File: src/rtl/time_disp_pkg.sv
// Shared constants for the stopwatch display scanner: segment patterns (active-high),
// slot indices and the blank/drive state type.
package time_disp_pkg;

    localparam logic [6:0] SEG_0    = 7'h7E;
    localparam logic [6:0] SEG_1    = 7'h30;
    localparam logic [6:0] SEG_2    = 7'h6D;
    localparam logic [6:0] SEG_3    = 7'h79;
    localparam logic [6:0] SEG_4    = 7'h33;
    localparam logic [6:0] SEG_5    = 7'h5B;
    localparam logic [6:0] SEG_6    = 7'h5F;
    localparam logic [6:0] SEG_7    = 7'h70;
    localparam logic [6:0] SEG_8    = 7'h7F;
    localparam logic [6:0] SEG_9    = 7'h7B;
    localparam logic [6:0] SEG_DASH = 7'h01;

    localparam logic [2:0] IDX_HUND  = 3'd0;
    localparam logic [2:0] IDX_TENTH = 3'd1;
    localparam logic [2:0] IDX_SLSB  = 3'd2;
    localparam logic [2:0] IDX_SMSB  = 3'd3;
    localparam logic [2:0] IDX_MIN   = 3'd4;

    typedef logic [4:0][3:0] digits_t;

    typedef enum logic {
        BLANK = 1'b0,
        DRIVE = 1'b1
    } scan_state_t;

endpackage

File: src/rtl/time_disp_scan_bcd_to_seg.sv
// BCD digit to active-high 7-segment pattern (seg[6]=a .. seg[0]=g); non-BCD shows a dash.
module bcd_to_seg
    import time_disp_pkg::*;
(
    input  logic [3:0] bcd_i,
    output logic [6:0] seg_o
);

    always_comb begin
        seg_o = SEG_DASH;
        case (bcd_i)
            4'd0: seg_o = SEG_0;
            4'd1: seg_o = SEG_1;
            4'd2: seg_o = SEG_2;
            4'd3: seg_o = SEG_3;
            4'd4: seg_o = SEG_4;
            4'd5: seg_o = SEG_5;
            4'd6: seg_o = SEG_6;
            4'd7: seg_o = SEG_7;
            4'd8: seg_o = SEG_8;
            4'd9: seg_o = SEG_9;
            default: seg_o = SEG_DASH;
        endcase
    end

endmodule

File: src/rtl/time_disp_scan.sv
// Five-digit multiplexed 7-segment scanner for the stopwatch: per-frame snapshot with
// lap hold, anti-ghost blanking at the start of each slot, registered pin outputs.
module time_disp_scan
    import time_disp_pkg::*;
#(
    parameter int SCAN_DIV     = 50000,
    parameter int BLANK_CYCLES = 4,
    parameter bit SEG_ACT_LOW  = 1'b1,
    parameter bit AN_ACT_LOW   = 1'b1
) (
    input  logic       clk,
    input  logic       clr,
    input  logic       hold,
    input  logic       blank_lz,
    input  logic [3:0] hundredths,
    input  logic [3:0] tenths,
    input  logic [3:0] sec_lsb,
    input  logic [3:0] sec_msb,
    input  logic [3:0] minutes,
    output logic [6:0] seg,
    output logic       dp,
    output logic [4:0] an,
    output logic       frame_done
);

    localparam int PW = $clog2(SCAN_DIV);

    logic [PW-1:0] presc_q, presc_d;
    logic [2:0]    idx_q, idx_d;
    scan_state_t   state_q, state_d;
    digits_t       snap_q, snap_d;
    logic [6:0]    seg_q, seg_d;
    logic          dp_q, dp_d;
    logic [4:0]    an_q, an_d;

    logic          wrap;
    logic [3:0]    digit;
    logic [6:0]    seg_pat;
    logic [6:0]    seg_on;
    logic [4:0]    an_on;
    logic          dp_on;

    bcd_to_seg u_bcd_to_seg (
        .bcd_i (digit),
        .seg_o (seg_pat)
    );

    assign digit = snap_q[idx_q];

    always_comb begin
        wrap       = (presc_q == PW'(SCAN_DIV - 1));
        frame_done = wrap && (idx_q == IDX_MIN);
        presc_d    = wrap ? '0 : presc_q + 1'b1;

        idx_d = idx_q;
        if (wrap) begin
            idx_d = (idx_q == IDX_MIN) ? IDX_HUND : idx_q + 3'd1;
        end

        // Blank check is second so that BLANK_CYCLES=0 still yields a driven slot.
        state_d = state_q;
        if (presc_d == PW'(BLANK_CYCLES)) begin
            state_d = DRIVE;
        end else if (presc_d == '0) begin
            state_d = BLANK;
        end

        snap_d = snap_q;
        if (frame_done && !hold) begin
            snap_d = {minutes, sec_msb, sec_lsb, tenths, hundredths};
        end

        an_on  = '0;
        seg_on = '0;
        dp_on  = 1'b0;
        if (state_q == DRIVE) begin
            an_on  = 5'b00001 << idx_q;
            seg_on = (idx_q == IDX_MIN && blank_lz && digit == 4'd0) ? 7'h00 : seg_pat;
            dp_on  = (idx_q == IDX_SLSB) || (idx_q == IDX_MIN);
        end

        an_d  = AN_ACT_LOW  ? ~an_on  : an_on;
        seg_d = SEG_ACT_LOW ? ~seg_on : seg_on;
        dp_d  = SEG_ACT_LOW ? ~dp_on  : dp_on;
    end

    always_ff @(posedge clk or posedge clr) begin
        if (clr) begin
            presc_q <= '0;
            idx_q   <= IDX_HUND;
            state_q <= BLANK;
            snap_q  <= '0;
            an_q    <= AN_ACT_LOW  ? 5'h1F : 5'h00;
            seg_q   <= SEG_ACT_LOW ? 7'h7F : 7'h00;
            dp_q    <= SEG_ACT_LOW;
        end else begin
            presc_q <= presc_d;
            idx_q   <= idx_d;
            state_q <= state_d;
            snap_q  <= snap_d;
            an_q    <= an_d;
            seg_q   <= seg_d;
            dp_q    <= dp_d;
        end
    end

    assign an  = an_q;
    assign seg = seg_q;
    assign dp  = dp_q;

endmodule

File: config.mk
export PLATFORM = sky130hd
export DESIGN_NAME = time_disp_scan
export DESIGN_NICKNAME = d
export VERILOG_FILES = /design/src/rtl/time_disp_pkg.sv /design/src/rtl/time_disp_scan_bcd_to_seg.sv /design/src/rtl/time_disp_scan.sv
export SDC_FILE = /design/constraint.sdc
export NUM_CORES = 1
export LEC_CHECK = 0
export CAP_MARGIN = 20
export CORE_MARGIN = 2
export CORE_UTILIZATION = 40
export DETAILED_ROUTE_END_ITERATION = 7
export PLACE_DENSITY_LB_ADDON = 0.2
export SLEW_MARGIN = 20
export SYNTH_ARGS = -nofsm -noshare
export SYNTH_HDL_FRONTEND = slang
export SYNTH_HIERARCHICAL = 1
export SYNTH_SLANG_ARGS = --single-unit
export TNS_END_PERCENT = 10
File: constraint.sdc
create_clock -name clk -period 3 [get_ports clk]
set_input_delay 0.9 -clock clk [delete_from_list [all_inputs] [get_ports clk]]
set_output_delay 0.9 -clock clk [all_outputs]
set_load 0.05 [all_outputs]
-- Word-level counts from Yosys, hierarchy flattened
Memory sizes are Yosys's and may differ from the RTL's.
Index checks and enable logic that the tools add are counted.
- input port bits: 24
- flip-flop bits (word level): 53
- output and inout bits: 14
- word-level logic and storage cells: 42
- memories: 1
- memory bits (writable): 0
- bits in latches: 0
- ROM bits: 112
- reduce and logical (&&, ||, !) cells: 9
- shift operators: 1
- eq/ne operators: 4
- bitwise operators: 3
- mux-type cells: 10
- $mul: 0
- magnitude comparators: 1
- divide/modulo/power cells: 0
- $add $sub $neg: 2
- memory list (memory ; words ; bits a word ; read ports ; clocked after memory_dff ; write ports ; RTL line ; source):
    (no name shown) ; 16 ; 7 ; 1 ; 0 ; 0 ; time_disp_scan_bcd_to_seg.sv:11 ; case (bcd_i)
- operators by type and width (kind ; number):
    adder 16 x 1 -> 16 bit (second input constant) ; 1
    == test 16 bit (second input constant) ; 1
    == test 16 x 3 -> 1 bit (second input constant) ; 1
    zero test 16 bit ; 1
    2-to-1 mux 16 bit ; 1
    2-to-1 mux 7 bit ; 2
    binary-select mux 4 bit (select 3 bit) ; 1
    NOT 7 bit ; 1
    2-to-1 mux 5 bit ; 1
    NOT 5 bit ; 1
    << shifter 1 x 3 -> 5 bit (first input constant) ; 1
    logical AND 1 bit ; 4
    zero test 4 bit ; 1
    < comparator 3 x 4 -> 1 bit (second input constant) ; 1
    2-to-1 mux 4 bit ; 1
    adder 3 x 1 -> 3 bit (second input constant) ; 1
    == test 3 x 2 -> 1 bit (second input constant) ; 1
    == test 3 bit (second input constant) ; 1
    2-to-1 mux 1 bit ; 3
    2-to-1 mux 3 bit ; 1
    nonzero test 2 bit ; 1
    zero test 1 bit ; 1
    logical OR 1 bit ; 1
    NOT 1 bit ; 1

-- Longest topological paths before layout
Gate-level depths: netlist of the first run.
- depth after elaboration: 7
- mapped depth: 10
- gate-level depth less buffers: 9

-- Hierarchy
The synthesis of the first run kept the hierarchy.
- modules (own cells, without submodules) (module ; cells each ; area each (µm²) ; seq. area each (µm²) ; instances):
    time_disp_scan ; 212 ; 2487.4 ; 1342.5 ; 1
    bcd_to_seg ; 28 ; 202.7 ; 0.0 ; 1

-- Least setup slack after synthesis of the first run
OpenSTA, ideal clock, no wires.
- path type: register to output
- from: register presc_q[10]
- to: output port frame_done
- buffers on the path: 1
- stages on the path, launching flop included: 6
- slack: 373 ps
- arrival time: 1727 ps
- data required time: 2100 ps
- path through: dfrtp_1 -> buf_6 -> nor4_1 -> and4_1 -> nor2b_1 -> and2_1
- cells in the longest elaborated chain, start to end: 2
- ends and longest elaborated chain (item ; RTL line ; source):
    from (decl) ; time_disp_scan.sv:28 ; logic [PW-1:0] presc_q, presc_d;
    from (signal assigned) ; time_disp_scan.sv:97 ; presc_q <= presc_d;
    == test 16 bit ; time_disp_scan.sv:51 ; wrap = (presc_q == PW'(SCAN_DIV - 1));
    logical AND 1 bit ; time_disp_scan.sv:52 ; frame_done = wrap && (idx_q == IDX_MIN);
    to (decl) ; time_disp_scan.sv:23 ; output logic frame_done
No other way between the ends.

-- Final worst setup path of the first run
- from: register idx_q[1]
- to: output port frame_done
- cells in the longest elaborated chain, start to end: 2
- ends and longest elaborated chain (item ; RTL line ; source):
    from (decl) ; time_disp_scan.sv:29 ; logic [2:0] idx_q, idx_d;
    from (signal assigned) ; time_disp_scan.sv:98 ; idx_q <= idx_d;
    == test 3 bit ; time_disp_scan.sv:52 ;
    logical AND 1 bit ; time_disp_scan.sv:52 ;
No other way between the ends.

==> out/metrics.cfg, run 1 <==
[outcome]
run_status = completed

[sta]
finalCritPeriodShare_pct = 90.9
fmax_mhz = 367
worst_pin_slew_ns = 0.584
period_minus_slack_ns = 2.73
hold_viol_final = 0
finClkSkew_ns = 0.0120
setup-tns-final_ns = 0
maxSlewHeadroom_pct = 61.0
maxSlewViolCount = 0
rsz0062_at_grt = false
final-setup-viol-count = 0

[global_route]
grt_overflow = 0
globalRouteTotalUtil_pct = 14.5
antenna_found_initial = 0
grt_pass1_vias = 1766
grt_max_degree = 29
grt_pass1_wl_um = 8470
use_met3_pct = 3.95
met1_usage_pct = 20.1
grt_util_met2_pct = 22.5
grt_busiest_layer = met2

[yosys]
synth_edf_count = 0
synth_ff_type = dfrtp_1
yosysMostFrequentCell = dfrtp_1
syn_area_mm2 = 0.00269
synth.avg_cell_area_um2 = 11.2
seq_area_frac_synth_pct = 49.9
synth_warnings = 6
synth_largest_area_cell = dfrtp_1
synthCells = 240
synth_cell_types = 50
synth-async-reset-ratio_pct = 100
ys_seq_elements = 53
synth_common_cells = 40 x dfrtp_1, 29 x nand2_1, 19 x mux2_2
synth_top_area_share_pct = 37.2
synth_area_leaders = dfrtp_1 37%, dfstp_2 13%, mux2_2 8.0%, ha_1 6.0%, nand2_1 4.0%
synth_nets = 277

[setup_path]
startpoint_type = flop
critPathRequiredTime_ns = 2.10
cp_slowest_cell = dfrtp_1
cp.arrival_ns = 1.83
cp_max_fo = 8
endpoint_kind = output port
cpPeakStageDelay_ns = 0.52
worstSetupPathType = reg -> out
cp_cell_sequence = inv_1 > ha_1 > and2_0 > and2_1 > buf_12
path_buf_inv = 2
cp_top_family = flip-flops

[die]
die_h_um = 86.0
die_w_um = 86.0
dieArea_mm2 = 0.00740
core_area_mm2 = 0.00642
ios = 38
num_rows = 29
start_util_pct = 41.9

[detailed_routing]
drt_iter0_drc = 85
routed-via-count = 1836
first_pass_iters = 4
drc = 0
wire_per_inst_um = 13.8
ant_nets = 0
routed_wl_um = 4950
vias_per_cell = 5.11

[finish]
num_antenna_cells = 0
final_util_pct = 51.0
num-nets-final = 318
finalNonFillerCells = 359
drive_gt1_share_pct = 20.2
fillers = 578
syn_to_final_growth_pct = 21.7

[pwr]
clkPwrFrac_pct = 38.8
p_int_uw = 992
swShare_pct = 20.4
power_density_mw_per_mm2 = 381
seqPwrFrac_pct = 57.4
fin_total_pwr_uw = 1250
p_switching_uw = 254
p_leak_uw = 0.00148
irDropWorstVdd_v = 0.000158
p_comb_share_pct = 3.8

[run]
cap_violations = 0

[place]
io_buffers = 37
dpl.hpwl_um = 3590
gp_congestion = 0.836
dp_cells = 351

[clock_tree]
post_cts_buffers = 0
path_clk_slew_ns = 0.09
cts-buffers-inserted = 5
insertion_delay_ns = 0.31
cts_tree = yes
cts_root_buf = clkbuf_8
cts.sinks = 53
hold_buffers = 0
post_cts_resized = 0
cts_max_path_buffers = 2
htreeDepth = 2

[hold_path]
hold_path.class = reg -> reg

-- layout make-up --
type	instances	area [um^2]	area share, %
clock buffer	6	72.6	2.22
clock inverter	2	35.0	1.07
inverter	13	48.8	1.49
multi-input combinational	166	1250	38.1
sequential	53	1340	41.0
tap	77	96.3	2.94
timing repair buffer	42	430	13.1
-- power groups by stage --
stage / clock network [uW] / registers (uW) / logic (uW)
6_report: 484 / 715 / 47.0
5_1_grt: 526 / 715 / 52.0
4_1_cts: 498 / 715 / 49.0
3_5_place_dp: 0 / 728 / 48.8
3_3_place_gp: 0 / 728 / 48.4
2_1_floorplan: 0 / 728 / 10.5
-- kinds of logic after synthesis --
family | share of synthesized area, %
AO/OA/AOI/OAI | 6.19
XOR/XNOR | 3.91
adder cells (fa/ha/maj) | 6.05
buffers and inverters | 3.91
flip-flops | 49.9
multiplexers | 13.1
AND/OR/NAND/NOR | 17.0
-- through the flow --
| step | worst slack, ns | area [um^2] | hold slack [ns] |
|---|---|---|---|
| global route | 0.107 | 3270 | 0.524 |
| detailed placement | 0.584 | 3170 | 0.474 |
| finish | 0.273 | 3270 | 0.491 |
| CTS | 0.238 | 3270 | 0.495 |
| global placement | 0.600 | 3170 | 0.464 |
| floorplan | 0.373 | 2690 | 0.421 |
-- placed cells by master (no fill, tap or decap), types with 5 or more instances in the layout --
cell type | Yosys | layout
dfrtp_1 | 40 | 40
nand2_1 | 29 | 29
inv_1 | 13 | 12
dfstp_2 | 13 | 13
clkdlybuf4s50_1 | 0 | 36
xor2_1 | 8 | 8
nand4_1 | 5 | 5
ha_1 | 13 | 13
a21oi_1 | 6 | 6
clkbuf_8 | 0 | 5
nor2_1 | 15 | 15
mux2_2 | 19 | 19
o21ai_0 | 9 | 9
nand3_1 | 11 | 11
-- flip-flops by register name (all words and copies together), names as in the netlist --
| register | count |
|---|---|
| seg | 7 |
| an | 5 |
| dp | 1 |
| snap_q | 20 |
| state_q | 1 |
| presc_q | 16 |
| idx_q | 3 |
-- worst reg2reg max path, stage by stage (launching register included) --
cell and delay (ns):
dfrtp_1 0.46, ha_1 0.27, nand3_1 0.16, or2_0 0.42, nor3b_2 0.23, buf_4 0.28
mux2_2 0.37
-- layer usage --
layer | up-vias | share of wire, %
met3 | 6 | 4.4
met4 | 0 | 1.1
li1 | 915 | -
met1 | 876 | 49
met5 | - | 0
met2 | 39 | 45
-- path summary, 6_finish.rpt --
kind / cells after the start / to / start / slack [ns]
min in group asynchronous: 2 / presc_q[0] / clr / 0.97
worst max register to register: 6 / snap_q[4] / presc_q[0] / 0.68
worst min-delay path: 1 / snap_q[0] / snap_q[0] / 0.49
worst min register to register: 1 / snap_q[0] / snap_q[0] / 0.49
max in group asynchronous: 3 / an[4] / clr / 1.41
worst max-delay path: 5 / frame_done / idx_q[1] / 0.27
Power figures use the tool's default switching activity.
==> run 2, diff against run 1 <==
--- a/config.mk
+++ b/config.mk
@@ -10,6 +10,7 @@
 export CORE_UTILIZATION = 40
 export DETAILED_ROUTE_END_ITERATION = 7
 export PLACE_DENSITY_LB_ADDON = 0.2
+export REMOVE_ABC_BUFFERS = 1
 export SLEW_MARGIN = 20
 export SYNTH_ARGS = -nofsm -noshare
 export SYNTH_HDL_FRONTEND = slang
==> run 2 against run 1 <==
  * Die area unchanged
  * Register-to-register slack better by 0.03 ns
  * Final cell count down 0.56%
  * Clock skew down 0.0013 ns
  * Sequential cell count unchanged
  * Via count up 1.2%
  * Setup slack worse by 0.088 ns
  * Clock-buffer cell count unchanged
  * Sequential power about the same
==> out/metrics.cfg, run 2 (synthesized netlist as in run 1, its figures left out) <==
[global_route]
grt_busiest_layer = met2
grt_pass1_wl_um = 8380  ; -0.98%
use_met3_pct = 2.98  ; -0.96 points
met1_usage_pct = 20.7  ; +0.56 points
grt_overflow = 0  ; unchanged
antenna_found_initial = 0  ; unchanged
globalRouteTotalUtil_pct = 14.2  ; -0.29 points
grt_pass1_vias = 1829  ; +3.6%
grt_util_met2_pct = 21.1  ; -1.3 points
grt_max_degree = 54  ; +86%

[detailed_routing]
vias_per_cell = 5.20  ; +1.8%
drc = 0  ; unchanged
first_pass_iters = 4  ; unchanged
routed-via-count = 1858  ; +1.2%
routed_wl_um = 4780  ; -3.4%
ant_nets = 0  ; unchanged
drt_iter0_drc = 97  ; +14%
wire_per_inst_um = 13.4  ; -2.9%

[die]
ios = 38  ; unchanged
start_util_pct = 41.9  ; unchanged
num_rows = 29  ; unchanged
dieArea_mm2 = 0.00740  ; unchanged
die_w_um = 86.0  ; unchanged
die_h_um = 86.0  ; unchanged
core_area_mm2 = 0.00642  ; unchanged

[pwr]
power_density_mw_per_mm2 = 386  ; +1.5%
p_int_uw = 1010  ; +2.2%
irDropWorstVdd_v = 0.000194  ; +23%
p_comb_share_pct = 3.5  ; -0.3 points
seqPwrFrac_pct = 56.8  ; -0.6 points
swShare_pct = 19.5  ; -0.92 points
p_leak_uw = 0.00147  ; -0.89%
clkPwrFrac_pct = 39.7  ; +0.9 points
p_switching_uw = 245  ; -3.6%

[clock_tree]
hold_buffers = 0  ; unchanged
cts_max_path_buffers = 2  ; unchanged
cts_root_buf = clkbuf_8
htreeDepth = 2  ; unchanged
cts-buffers-inserted = 5  ; unchanged
post_cts_buffers = 0  ; unchanged
insertion_delay_ns = 0.30  ; about the same
post_cts_resized = 0  ; unchanged
path_clk_slew_ns = 0.09  ; about the same
cts.sinks = 53  ; unchanged
cts_tree = yes

[finish]
num_antenna_cells = 0  ; unchanged
regMostFlops = snap_q
final_util_pct = 50.7  ; -0.23 points
syn_to_final_growth_pct = 21.1
finalNonFillerCells = 357  ; -0.56%
largest_reg_flops = 20  ; unchanged
drive_gt1_share_pct = 20.0  ; -0.21 points
final_common_cell = dfrtp_1
num-nets-final = 316  ; -0.63%
most-common-layout-cells = 40 x dfrtp_1, 36 x clkdlybuf4s50_1, 29 x nand2_1

[place]
place_ws_ns = 0.498  ; -0.0860 ns
dp_cells = 349  ; -0.57%
dpl.hpwl_um = 3500  ; -2.6%
io_buffers = 37  ; unchanged
gp_congestion = 0.828  ; -1.0%

[sta]
period_minus_slack_ns = 2.81  ; +0.0876 ns
rsz0062_at_grt = false
worst_pin_slew_ns = 0.790  ; +0.206 ns
finClkSkew_ns = 0.0107  ; -0.00130 ns
final-setup-viol-count = 0  ; unchanged
fmax_mhz = 355  ; -3.1%
finalCritPeriodShare_pct = 93.8  ; +2.9 points
setup_slack_ns = 0.186  ; -0.0876 ns
maxSlewHeadroom_pct = 46.7  ; -14 points
maxSlewViolCount = 0  ; unchanged
hold_viol_final = 0  ; unchanged

[hold_path]
holdPathStages = 1  ; unchanged
holdPathEnd = an[3]
holdCritStartpoint = state_q
hold_path.class = reg -> reg

[setup_path]
r2r.worst_path.cells = 6  ; unchanged
cp.arrival_ns = 1.91  ; +0.08 ns
worstSetupPathType = reg -> out
cp_max_fo = 9  ; +1
r2r_end = snap_q[7]
endpoint_kind = output port
r2r_start = presc_q[0]
r2r_slack_ns = 0.71  ; +0.03 ns
critPathRequiredTime_ns = 2.10  ; about the same
startpoint_type = flop

[outcome]
run_status = completed

[run]
cap_violations = 0  ; unchanged

run 2: cell types whose count changed in the layout (fill, tap and decap cells not counted), sizes merged:
| cell | change |
|---|---|
| clkinv | -1 |
| buf | -2 |
| clkinvlp | +1 |
run 2: worst max-delay path, cell delays in order, from the launching register on:
cell     delay, ns
dfrtp_1       0.59
inv_1         0.14
ha_1          0.24
and2_0        0.25
and2_1        0.24
buf_12        0.15
run 2: cell type report:
type,instances,area [um^2]
Fill cell,580,3160
Multi-Input combinational cell,166,1250
Clock buffer,6,82.6
Tap cell,77,96.3
Timing Repair Buffer,40,403
Sequential cell,53,1340
Inverter,13,48.8
Clock inverter,2,37.5
run 2: power groups by stage:
stage	Sequential, uW	Clock, uW	Combinational, uW
final	715	499	44.2
after global routing	715	553	49.2
after CTS	715	517	46.0
after detailed placement	728	0	45.9
after global placement	728	0	46.1
after floorplan	728	0	10.5
run 2: metrics by stage:
step / TNS, ns / cell area [um^2] / hold slack, ns / power (uW)
2_1_floorplan: -4.47 / 2630 / 0.421 / 739
3_3_place_gp: 0 / 3140 / 0.477 / 774
3_5_place_dp: 0 / 3140 / 0.479 / 774
4_1_cts: 0 / 3260 / 0.498 / 1280
5_1_grt: 0 / 3260 / 0.524 / 1320
6_report: 0 / 3260 / 0.491 / 1260
run 2: worst max path at each step:
stage / start / to
final: idx_q[0] / frame_done
after global placement: idx_q[0] / frame_done
after floorplan: presc_q[4] / snap_q[10]
after detailed placement: idx_q[0] / frame_done
after global routing: idx_q[0] / frame_done
after CTS: idx_q[0] / frame_done
run 2: routing by layer:
layer  vias up  routed length [um]
li1        912                   -
met1       895                2400
met2        46                2100
met3         5                 227
met4         0                  57
met5         -                   0
==> run 3, diff against run 2 <==
--- a/config.mk
+++ b/config.mk
@@ -5,11 +5,10 @@
 export SDC_FILE = /design/constraint.sdc
 export NUM_CORES = 1
 export LEC_CHECK = 0
-export CAP_MARGIN = 20
+export CAP_MARGIN = 40
 export CORE_MARGIN = 2
 export CORE_UTILIZATION = 40
 export DETAILED_ROUTE_END_ITERATION = 7
-export PLACE_DENSITY_LB_ADDON = 0.2
 export REMOVE_ABC_BUFFERS = 1
 export SLEW_MARGIN = 20
 export SYNTH_ARGS = -nofsm -noshare
==> run 3 against run 2 <==
  * Sequential cell count is the same
  * Critical path depth is the same
  * Setup slack lost 0.015 ns
  * Register-to-register slack gained 0.03 ns
  * Largest power group unchanged
==> out/metrics.cfg, run 3 (synthesized netlist as in run 1, its figures left out) <==
[outcome]
run_status = completed

[place]
io_buffers = 37  ; unchanged
dpl.hpwl_um = 3540  ; +1.1%
gp_congestion = 0.788  ; -4.8%
dp_cells = 349  ; unchanged

[clock_tree]
post_cts_resized = 0  ; unchanged
cts_tree = yes
cts.sinks = 53  ; unchanged
cts_root_buf = clkbuf_8
post_cts_buffers = 0  ; unchanged
cts_max_path_buffers = 2  ; unchanged
path_clk_slew_ns = 0.10  ; about the same
htreeDepth = 2  ; unchanged
hold_buffers = 0  ; unchanged
cts-buffers-inserted = 5  ; unchanged
insertion_delay_ns = 0.31  ; about the same

[setup_path]
cp_max_fo = 9  ; unchanged
worstSetupPathType = reg -> out
cp_cell_sequence = inv_1 > ha_1 > and2_0 > and2_1 > buf_12
cp_top_family = flip-flops
startpoint_type = flop
endpoint_kind = output port
cp.arrival_ns = 1.93  ; +0.02 ns
cpPeakStageDelay_ns = 0.59  ; about the same
cp_slowest_cell = dfrtp_1
critPathRequiredTime_ns = 2.10  ; about the same
path_buf_inv = 2  ; unchanged

[sta]
maxSlewViolCount = 0  ; unchanged
worst_pin_slew_ns = 0.831  ; +0.0403 ns
rsz0062_at_grt = false
hold_viol_final = 0  ; unchanged
period_minus_slack_ns = 2.83  ; +0.0149 ns
final-setup-viol-count = 0  ; unchanged
finalCritPeriodShare_pct = 94.3  ; +0.50 points
fmax_mhz = 353  ; -0.53%
maxSlewHeadroom_pct = 44.0  ; -2.7 points
finClkSkew_ns = 0.0122  ; +0.00144 ns

[pwr]
power_density_mw_per_mm2 = 358  ; -7.2%
p_leak_uw = 0.00146  ; -0.68%
fin_total_pwr_uw = 1160  ; -7.9%
irDropWorstVdd_v = 0.000198  ; +2.2%

[global_route]
grt_pass1_vias = 1733  ; -5.2%
grt_overflow = 0  ; unchanged
grt_pass1_wl_um = 8330  ; -0.66%
grt_max_degree = 54  ; unchanged
antenna_found_initial = 0  ; unchanged
globalRouteTotalUtil_pct = 14.1  ; -0.078 points

[finish]
drive_gt1_share_pct = 19.3  ; -0.71 points
num_antenna_cells = 0  ; unchanged
finalNonFillerCells = 357  ; unchanged
regMostFlops = snap_q
most-common-layout-cells = 40 x dfrtp_1, 36 x clkdlybuf4s50_1, 29 x nand2_1
syn_to_final_growth_pct = 20.2
multi_input_area_mm2 = 0.00125  ; unchanged
fillers = 582  ; +0.34%
num-nets-final = 316  ; unchanged
regArea_mm2 = 0.00134  ; unchanged
largest_reg_flops = 20  ; unchanged
final_common_cell = dfrtp_1

[die]
start_util_pct = 41.9  ; unchanged
die_w_um = 86.0  ; unchanged
die_h_um = 86.0  ; unchanged
core_area_mm2 = 0.00642  ; unchanged
dieArea_mm2 = 0.00740  ; unchanged
num_rows = 29  ; unchanged
ios = 38  ; unchanged

[detailed_routing]
vias_per_cell = 5.20  ; about the same
drc = 0  ; unchanged
ant_nets = 0  ; unchanged
routed-via-count = 1857  ; -0.054%
drt_iter0_drc = 68  ; -30%
wire_per_inst_um = 13.7  ; +2.2%
first_pass_iters = 5  ; +1
routed_wl_um = 4890  ; +2.2%

[hold_path]
hold_path.class = reg -> reg

[run]
cap_violations = 0  ; unchanged

-- run 3: cell count changes in the layout (fill, tap and decap cells not counted) --
cell,delta
clkbuf_1,+2
buf_12,+1
buf_4,-1
bufinv_16,-1
clkbuf_8,-1
clkinvlp_4,-1
inv_4,+1
-- run 3: final timing paths --
kind | from | endpoint | slack (ns) | depth (start not counted)
worst max register to register | presc_q[0] | snap_q[4] | 0.74 | 6
worst max-delay path | idx_q[0] | frame_done | 0.17 | 5
worst min register to register | state_q | an[3] | 0.47 | 1
worst min-delay path | state_q | an[3] | 0.47 | 1
min in group asynchronous | clr | presc_q[0] | 0.96 | 3
max in group asynchronous | clr | an[4] | 1.77 | 3
-- run 3: layer usage --
metal  routed length [um]  GRT usage, %
met4                   41          4.33
met3                  216          3.08
met1                 2390          20.0
met2                 2240          21.7
met5                    0             0
-- run 3: power breakdown --
part | internal (uW) | total (uW) | leakage (uW) | switching [uW]
clock | 166 | 397 | 0.0000428 | 230
combinational | 28.9 | 46.8 | 0.000743 | 17.9
sequential | 715 | 715 | 0.000675 | 0
-- run 3: final cells by class --
| type | count | share of cell area, % |
|---|---|---|
| Clock inverter | 1 | 0.193 |
| Timing Repair Buffer | 40 | 12.8 |
| Sequential cell | 53 | 41.5 |
| Clock buffer | 7 | 2.36 |
| Multi-Input combinational cell | 166 | 38.6 |
| Tap cell | 77 | 2.98 |
| Inverter | 13 | 1.51 |
-- run 3: worst register-to-register path: cells and delay by family, from the launching register on --
family	cells	cell delay, ns
buffers and inverters	1	0.29
muxes	1	0.38
and+or+nand+nor	3	0.77
adders and majority gates	1	0.27
DFF	1	0.44
-- run 3: metrics by stage --
stage          utilization, %  cell area (um^2)  hold WS, ns  worst slack [ns]  setup TNS [ns]
2_1_floorplan               -              2630        0.421            -0.226           -4.47
3_3_place_gp             49.1              3150        0.462             0.568               0
3_5_place_dp             49.1              3150        0.469             0.512               0
4_1_cts                  50.3              3230        0.477             0.161               0
5_1_grt                  50.3              3230        0.496            0.0321               0
6_report                 50.3              3230        0.475             0.171               0
